**config.mk**
```make
export PLATFORM = sky130hd
export DESIGN_NAME = alu_execute
export DESIGN_NICKNAME = d
export VERILOG_FILES = /design/src/rtl/alu_execute.sv
export SDC_FILE = /design/constraint.sdc
export NUM_CORES = 1
export LEC_CHECK = 0
export BUFFER_PORTS_ARGS = -buffer_cell sky130_fd_sc_hd__buf_2
export CAP_MARGIN = 20
export CORE_UTILIZATION = 51
export DETAILED_ROUTE_END_ITERATION = 10
export GPL_ROUTABILITY_DRIVEN = 0
export PLACE_DENSITY_LB_ADDON = 0.3
export SYNTH_ARGS = -nofsm -noshare
export SYNTH_HDL_FRONTEND = slang
export SYNTH_SLANG_ARGS = --single-unit
```
**constraint.sdc**
```tcl
create_clock -name clk -period 3 [get_ports clk]
set_input_delay 0.45 -clock clk [delete_from_list [all_inputs] [get_ports clk]]
set_output_delay 0.45 -clock clk [all_outputs]
set_load 0.005 [all_outputs]
```
**src/rtl/alu_execute.sv**
```systemverilog
// alu_execute: sequential execute stage between the register file read and write ports.
//   Add, sub and logic ops take one EXEC cycle. Shifts move one bit per cycle. MUL is a
//   16-step shift-add. Each op ends in a single WB cycle that strobes one register port.
// Ports:
//   clk, rst_n           clock, asynchronous active-low reset
//   start, op, dst_sel   request, opcode and write-back port select (sampled in IDLE only)
//   operand_a/_b         operands from register read ports 1/2
//   result, flags        registered write-back data and {N,Z,C,V}
//   write                one-hot write strobe, high only in WB
//   busy, done           not-IDLE / WB-cycle indicators
module alu_execute #(
   parameter int unsigned WIDTH = 16
) (
   input  logic             clk,
   input  logic             rst_n,
   input  logic             start,
   input  logic [2:0]       op,
   input  logic             dst_sel,
   input  logic [WIDTH-1:0] operand_a,
   input  logic [WIDTH-1:0] operand_b,
   output logic [WIDTH-1:0] result,
   output logic [1:0]       write,
   output logic [3:0]       flags,
   output logic             busy,
   output logic             done
);

   localparam logic [2:0] OpAdd = 3'd0;
   localparam logic [2:0] OpSub = 3'd1;
   localparam logic [2:0] OpAnd = 3'd2;
   localparam logic [2:0] OpOr  = 3'd3;
   localparam logic [2:0] OpXor = 3'd4;
   localparam logic [2:0] OpShl = 3'd5;
   localparam logic [2:0] OpShr = 3'd6;
   localparam logic [2:0] OpMul = 3'd7;

   typedef enum logic [1:0] {StIdle, StExec, StWb} state_e;

   state_e                 r_state, w_state_next;
   logic [WIDTH-1:0]       r_a, r_b;
   logic [2:0]             r_op;
   logic                   r_dst;
   logic [3:0]             r_cnt;
   logic [2*WIDTH-1:0]     r_acc;
   logic [WIDTH-1:0]       r_result;
   logic [3:0]             r_flags;

   logic [WIDTH:0]         w_sum, w_diff, w_mul_sum;
   logic [2*WIDTH-1:0]     w_acc_next;
   logic [WIDTH-1:0]       w_res;
   logic                   w_c, w_v, w_last;
   logic                   w_accept;

   assign w_accept = (r_state == StIdle) && start;

   // State register
   always_ff @(posedge clk or negedge rst_n) begin
      if (!rst_n) r_state <= StIdle;
      else        r_state <= w_state_next;
   end

   // Next-state logic
   always_comb begin
      w_state_next = r_state;
      unique case (r_state)
         StIdle:  if (start) w_state_next = StExec;
         StExec:  if (w_last) w_state_next = StWb;
         StWb:    w_state_next = StIdle;
         default: w_state_next = StIdle;
      endcase
   end

   // Outputs decoded from state; reset clears write/done/busy without waiting for a clock.
   always_comb begin
      busy  = (r_state != StIdle);
      done  = (r_state == StWb);
      write = 2'b00;
      if (r_state == StWb) write = r_dst ? 2'b10 : 2'b01;
   end

   assign result = r_result;
   assign flags  = r_flags;

   // Execute datapath: w_res/w_c/w_v are the values for this EXEC step, w_last marks the
   // step whose outcome is latched into result/flags.
   always_comb begin
      w_sum      = {1'b0, r_a} + {1'b0, r_b};
      w_diff     = {1'b0, r_a} - {1'b0, r_b};  // MSB is the borrow
      // Right-shifting accumulator: add A into the high half, then shift the whole thing.
      w_mul_sum  = {1'b0, r_acc[2*WIDTH-1:WIDTH]} + (r_b[0] ? {1'b0, r_a} : '0);
      w_acc_next = {w_mul_sum, r_acc[WIDTH-1:1]};
      w_res      = '0;
      w_c        = 1'b0;
      w_v        = 1'b0;
      w_last     = 1'b1;
      unique case (r_op)
         OpAdd: begin
            w_res = w_sum[WIDTH-1:0];
            w_c   = w_sum[WIDTH];
            w_v   = (r_a[WIDTH-1] == r_b[WIDTH-1]) && (w_sum[WIDTH-1] != r_a[WIDTH-1]);
         end
         OpSub: begin
            w_res = w_diff[WIDTH-1:0];
            w_c   = w_diff[WIDTH];
            w_v   = (r_a[WIDTH-1] != r_b[WIDTH-1]) && (w_diff[WIDTH-1] != r_a[WIDTH-1]);
         end
         OpAnd: w_res = r_a & r_b;
         OpOr:  w_res = r_a | r_b;
         OpXor: w_res = r_a ^ r_b;
         OpShl: begin
            if (r_cnt == 4'd0) begin
               w_res = r_a;
            end else begin
               w_res  = {r_a[WIDTH-2:0], 1'b0};
               w_c    = r_a[WIDTH-1];
               w_last = (r_cnt == 4'd1);
            end
         end
         OpShr: begin
            if (r_cnt == 4'd0) begin
               w_res = r_a;
            end else begin
               w_res  = {1'b0, r_a[WIDTH-1:1]};
               w_c    = r_a[0];
               w_last = (r_cnt == 4'd1);
            end
         end
         OpMul: begin
            w_res  = w_acc_next[WIDTH-1:0];
            w_c    = |w_acc_next[2*WIDTH-1:WIDTH];
            w_last = (r_cnt == 4'(WIDTH - 1));
         end
         default: ;
      endcase
   end

   always_ff @(posedge clk or negedge rst_n) begin
      if (!rst_n) begin
         r_a      <= '0;
         r_b      <= '0;
         r_op     <= '0;
         r_dst    <= 1'b0;
         r_cnt    <= '0;
         r_acc    <= '0;
         r_result <= '0;
         r_flags  <= '0;
      end else if (w_accept) begin
         r_a   <= operand_a;
         r_b   <= operand_b;
         r_op  <= op;
         r_dst <= dst_sel;
         r_acc <= '0;
         // Shifts count down from n; MUL counts up 0..WIDTH-1.
         r_cnt <= (op == OpShl || op == OpShr) ? operand_b[3:0] : 4'd0;
      end else if (r_state == StExec) begin
         if ((r_op == OpShl || r_op == OpShr) && r_cnt != 4'd0) begin
            r_a   <= w_res;
            r_cnt <= r_cnt - 4'd1;
         end
         if (r_op == OpMul) begin
            r_acc <= w_acc_next;
            r_b   <= {1'b0, r_b[WIDTH-1:1]};
            r_cnt <= r_cnt + 4'd1;
         end
         if (w_last) begin
            r_result <= w_res;
            r_flags  <= {w_res[WIDTH-1], (w_res == '0), w_c, w_v};
         end
      end
   end

endmodule

```
Yosys cells after proc, flatten, opt, wreduce, memory -nomap -nowiden
Index checks and enable logic that the tools add are counted.
W data, S select, Z words.
- output and inout port bits: 24
- bits of input ports: 39
- register bits after elaboration: 94
- word-level logic and storage cells: 89
- reductions and logical operators: 23
- bitwise operators: 4
- equal/unequal tests: 19
- muxes and demuxes: 29
- add/subtract/negate cells: 5
- operator list (operator ; count):
    $mux W16 ; 9
    $pmux W16 S8 ; 1
    $mux W32 ; 3
    $add A16 B16 Y17 ; 2
    $mux W4 ; 5
    $eq A3 B3 Y1 const B ; 6
    $sub A16 B16 Y17 ; 1
    $and A16 B16 Y16 ; 1
    $logic_not A16 Y1 ; 1
    $or A16 B16 Y16 ; 1
    $reduce_or A16 Y1 ; 1
    $xor A16 B16 Y16 ; 1
    $mux W2 ; 4
    $reduce_and A2 Y1 ; 4
    $reduce_bool A2 Y1 ; 4
    $eq A3 B2 Y1 const B ; 2
    $pmux W1 S5 ; 1
    $add A4 B1 Y4 const B ; 1
    $eq A4 B1 Y1 const B ; 1
    $eq A4 B4 Y1 const B ; 1
    $logic_and A1 B1 Y1 ; 4
    $logic_not A4 Y1 ; 1
    $ne A2 B2 Y1 const B ; 2
    $pmux W1 S2 ; 2
    16 further kinds ; 21

Logic depth before layout (Yosys ltp)
- depth in word-level cells: 7
- mapped depth: 13
- gate-level depth less buffers: 13

Worst setup path before layout
OpenSTA, ideal clock, no wires.
- path kind: flip-flop to flip-flop
- start: register r_a[0]
- end: register r_flags[1] (netlist: flags[1])
- buffers on the path: 0
- path slack: 0.111 ns
- arrival time: 2.747 ns
- required time: 2.858 ns
- cell stages (with the launch flop): 14
- setup time: 0.142 ns
- clock period less this slack: 2.889 ns
- path through: dfrtp_1 > ha_1 > ha_1 > inv_1 > fa_1 > nor2b_1 > o2111ai_1 > nand4_1 > nand2_1 > o311ai_2 > mux2_2 > nor2_1 > a41o_1 > a31oi_1
- word-level cells in the longest chain between the ends: 4
- elaborated cells on any way between the ends: 7
- those cells by class: add/sub (3); mux (3); reduce/logical (1)
- ends and longest elaborated chain (what ; line ; source):
    start: declaration ; 40 ; logic [WIDTH-1:0] r_a, r_b;
    start signal: assignment ; 148 ; r_a <= operand_a;
    start signal: assignment ; 157 ; r_a <= w_res;
    $mux W16 ; 90 ; w_mul_sum = {1'b0, r_acc[2*WIDTH-1:WIDTH]} + (r_b[0] ? {1'b0, r_a} : '0);
    $add A16 B16 Y17 ; 90 ;
    $reduce_or A16 Y1 ; 130 ; w_c = |w_acc_next[2*WIDTH-1:WIDTH];
    $pmux W1 S5 * ; 96 ; unique case (r_op)
    end signal: assignment ; 167 ; r_flags <= {w_res[WIDTH-1], (w_res == '0), w_c, w_v};
    end: declaration ; 46 ; logic [3:0] r_flags;
Mark *: on every way between the ends. The rest lies on a longest branch, timed or not.
A chain may end at the register's enable or synchronous reset.

Final worst setup path
- start: register r_b[0]
- end: register r_flags[1] (netlist: flags[1])
- word-level cells in the longest chain between the ends: 4
- elaborated cells on any way between the ends: 6
- those cells by class: add/sub (3); mux (2); reduce/logical (1)
- ends and longest elaborated chain (what ; line ; source):
    start: declaration ; 40 ;
    start signal: assignment ; 149 ; r_b <= operand_b;
    start signal: assignment ; 162 ; r_b <= {1'b0, r_b[WIDTH-1:1]};
    $mux W16 ; 90 ;
    $add A16 B16 Y17 ; 90 ;
    $reduce_or A16 Y1 ; 130 ;
    $pmux W1 S5 * ; 96 ;
Marked as above.

==> impl_metrics.csv <==
group,metric,value,unit
status,run_status,"finished, final reports clean",
synth,synth.cells.most_frequent,"103 x nand2_1, 94 x nor2_1, 92 x dfrtp_1",
final_layout,regArea,0.00230,mm²
synth,synth_edf_count,0,
worst_setup_path,path_buf_inv,2,
final_layout,antenna_cells,0,
sta,fin_tns_setup,0,ns
worst_setup_path,crit_chain,"buf_4 > inv_4 > nor2_1 > ha_1 > or2_2 > o31a_1 > a21oi_2 > o21bai_2 > o21a_1 > or3_1 > a21boi_1 > a41o_1 > a31oi_1",
sta,hold_viol_final,0,
sta,timing.final.max_slew_violations,0,
final_layout,fillers,1256,
worst_setup_path,cp-start-kind,"flip-flop",
synth,synth_area,0.00788,mm²
route,routed_wl,26.6,mm
clock_tree,clk_pin_slew,0.07,ns
worst_setup_path,crit_fanout,9,
worst_setup_path,required,3.23,ns
route,ant_nets,0,
synth,postSynth.asyncResetShare,100,%
placement,place_inst,1245,
die,core-area,0.0151,mm²
global_routing,grt_overflow_total,0,
synth,yosysTopAreaCell,"dfrtp_1",
clock_tree,cts.sinks,92,
sta,finalCritPeriodShare,100,%
worst_setup_path,cpLargestDelayFamily,"compound AO/OA/AOI/OAI gates",
worst_setup_path,slowest_stage,"dfrtp_2",
final_layout,fin_nets,1190,
die,initial_utilization,52.1,%
synth,ys_seq_area_share,29.2,%
global_routing,grt_max_degree,53,
route,wl_per_cell,20.9,µm
final_layout,final_area,0.00948,mm²
power_and_ir_drop,ir_drop,0.739,mV
route,drt_iter0_markers,960,
die,die_h,126,µm
clock_tree,ctsHoldBuffers,0,
worst_setup_path,crit_arrival,3.23,ns
power_and_ir_drop,p_per_area,1360,mW/mm²
synth,synth.avg_cell_area,8.07,µm²
final_layout,multi_input_area,0.00540,mm²
clock_tree,htree_num_levels,3,
power_and_ir_drop,finalPower,0.0129,W
sta,tightest_slew,1.06,ns
synth,ys_ff_latch,92,
clock_tree,clock_latency,0.36,ns
global_routing,grt_pass1_wl,41.3,mm
synth,syn_inst,977,
clock_tree,root_buffer,"clkbuf_16",
hold_path,hold_class,"primary input to async pin",
global_routing,first_global_vias,7608,
sta,setup_violations,0,
placement,port_buffers,62,
job,cap_violations,0,
die,pin_count,63,
die,row_count,45,
synth,ys_warn_count,0,
synth,yosysMostFrequentCell,"nand2_1",
final_layout,syn_to_final_growth,20.2,%
sta,final.min_clock_period,3.00,ns
sta,skew,0.00979,ns
synth,synth_cell_types,84,
clock_tree,cts_buffers,9,
synth,synth_top_area_share,29.2,%
worst_setup_path,cp-end-kind,"flip-flop",
die,die_w,126,µm
placement,dp_hpwl,19.5,mm
route,drcViolationCount,0,
route,first_pass_iters,6,
sta,rsz0062_at_grt,"yes",
sta,max_freq,0.333,GHz
route,viasPerCell,6.48,
synth,syn_nets,1086,
final_layout,final_cell_count_no_fill,1274,
global_routing,grt_usage,33.3,%
final_layout,layout-drive-gt1-share,23.1,%
placement,placed_area,0.00876,mm²
synth,synth_area_leaders,"dfrtp_1 29%, ha_1 11%, nand2_1 4.9%",
clock_tree,cts_tree,"yes",
global_routing,antenna_found_initial,0,
route,via_count,8261,
worst_setup_path,critPathKind,"flip-flop to flip-flop",
power_and_ir_drop,p_leak,4.37,nW
worst_setup_path,crit_path_max_incr_delay,0.47,ns
clock_tree,cts_buffer_depth,2,
die,die_area,0.0160,mm²
sta,slew_headroom,29.4,%
synth,synth_flop_cell,"dfrtp_1",
==> flip-flops by register name (all words and copies together) (netlist names) <==
register / count
flags: 3
r_a: 16
r_acc: 31
r_op: 3
result: 16
r_b: 16
r_cnt: 4
r_dst: 1
r_state: 2
==> per-stage QoR <==
stage / hold WS [ns] / utilization (%) / worst slack (ns)
floorplan: 0.154 / - / 0.111
global placement: 0.461 / 57.9 / -0.00433
detailed placement: 0.474 / 57.9 / -0.102
CTS: 0.141 / 60.1 / 0.000968
global route: 0.174 / 62.6 / -0.0944
finish: 0.116 / 62.6 / 0.000779
==> logic make-up (layout without fill, tap and decap cells) <==
| group | count (synthesis) | in the layout | share of synthesized area [%] |
|---|---|---|---|
| compound gates | 314 | 314 | 27.8 |
| xor+xnor | 24 | 24 | 2.67 |
| fa+ha+maj | 70 | 70 | 11.4 |
| buf+inv | 121 | 230 | 6.59 |
| flops | 92 | 92 | 29.2 |
| mux | 7 | 7 | 0.920 |
| simple gates | 349 | 349 | 21.4 |
==> repair_timing <==
action                     in CTS  in global routing
setup buffers                   1                 12
resized for setup              10                 66
pin swaps                       3                 21
setup endpoints to repair       2                  9
cloned                          0                  0
==> final cells by class <==
class	instances	share of cell area, %
clock buffer	9	2.38
multi-input combinational	764	57.0
timing repair buffer	154	10.9
tap	188	2.48
inverter	60	2.40
sequential	92	24.3
clock inverter	7	0.607
==> path summary, 6_finish.rpt <==
path,startpoint,end,slack [ns],cells after the start
setup / recovery,r_b[0],flags[1],0.0008,13
hold / removal,rst_n,result[8],0.12,1
setup reg to reg,r_b[0],flags[1],0.0008,13
hold reg to reg,result[5],result[5],0.49,2
max in group asynchronous,rst_n,r_b[0],2.20,2
min in group clk,dst_sel,r_dst,0.27,3
==> where the power goes <==
part	internal [W]	leakage, nW	switching [W]
Sequential	0.00167	1.17	0.000429
Clock	0.000576	0.135	0.000547
Combinational	0.00402	3.07	0.00567
==> cells in the final DEF, fill, tap and decap left out, types with 17 or more instances in the layout <==
cell type    n
inv_1       49
buf_2       61
nor2_1      91
a22oi_1     30
nand3_1     50
nor3_1      18
ha_1        55
nand2_1    101
a31oi_1     17
o21ai_0     66
dfrtp_1     91
a21oi_1     55
buf_4       91
==> layer usage <==
metal,GRT usage [%],vias to the layer above,wire [µm]
met3,8.56,85,2740
met1,45.8,3938,11000
met4,16.7,0,1310
met2,48.6,489,11500
met5,0,-,0
li1,-,3749,-
(Power assumes the default switching activity.)
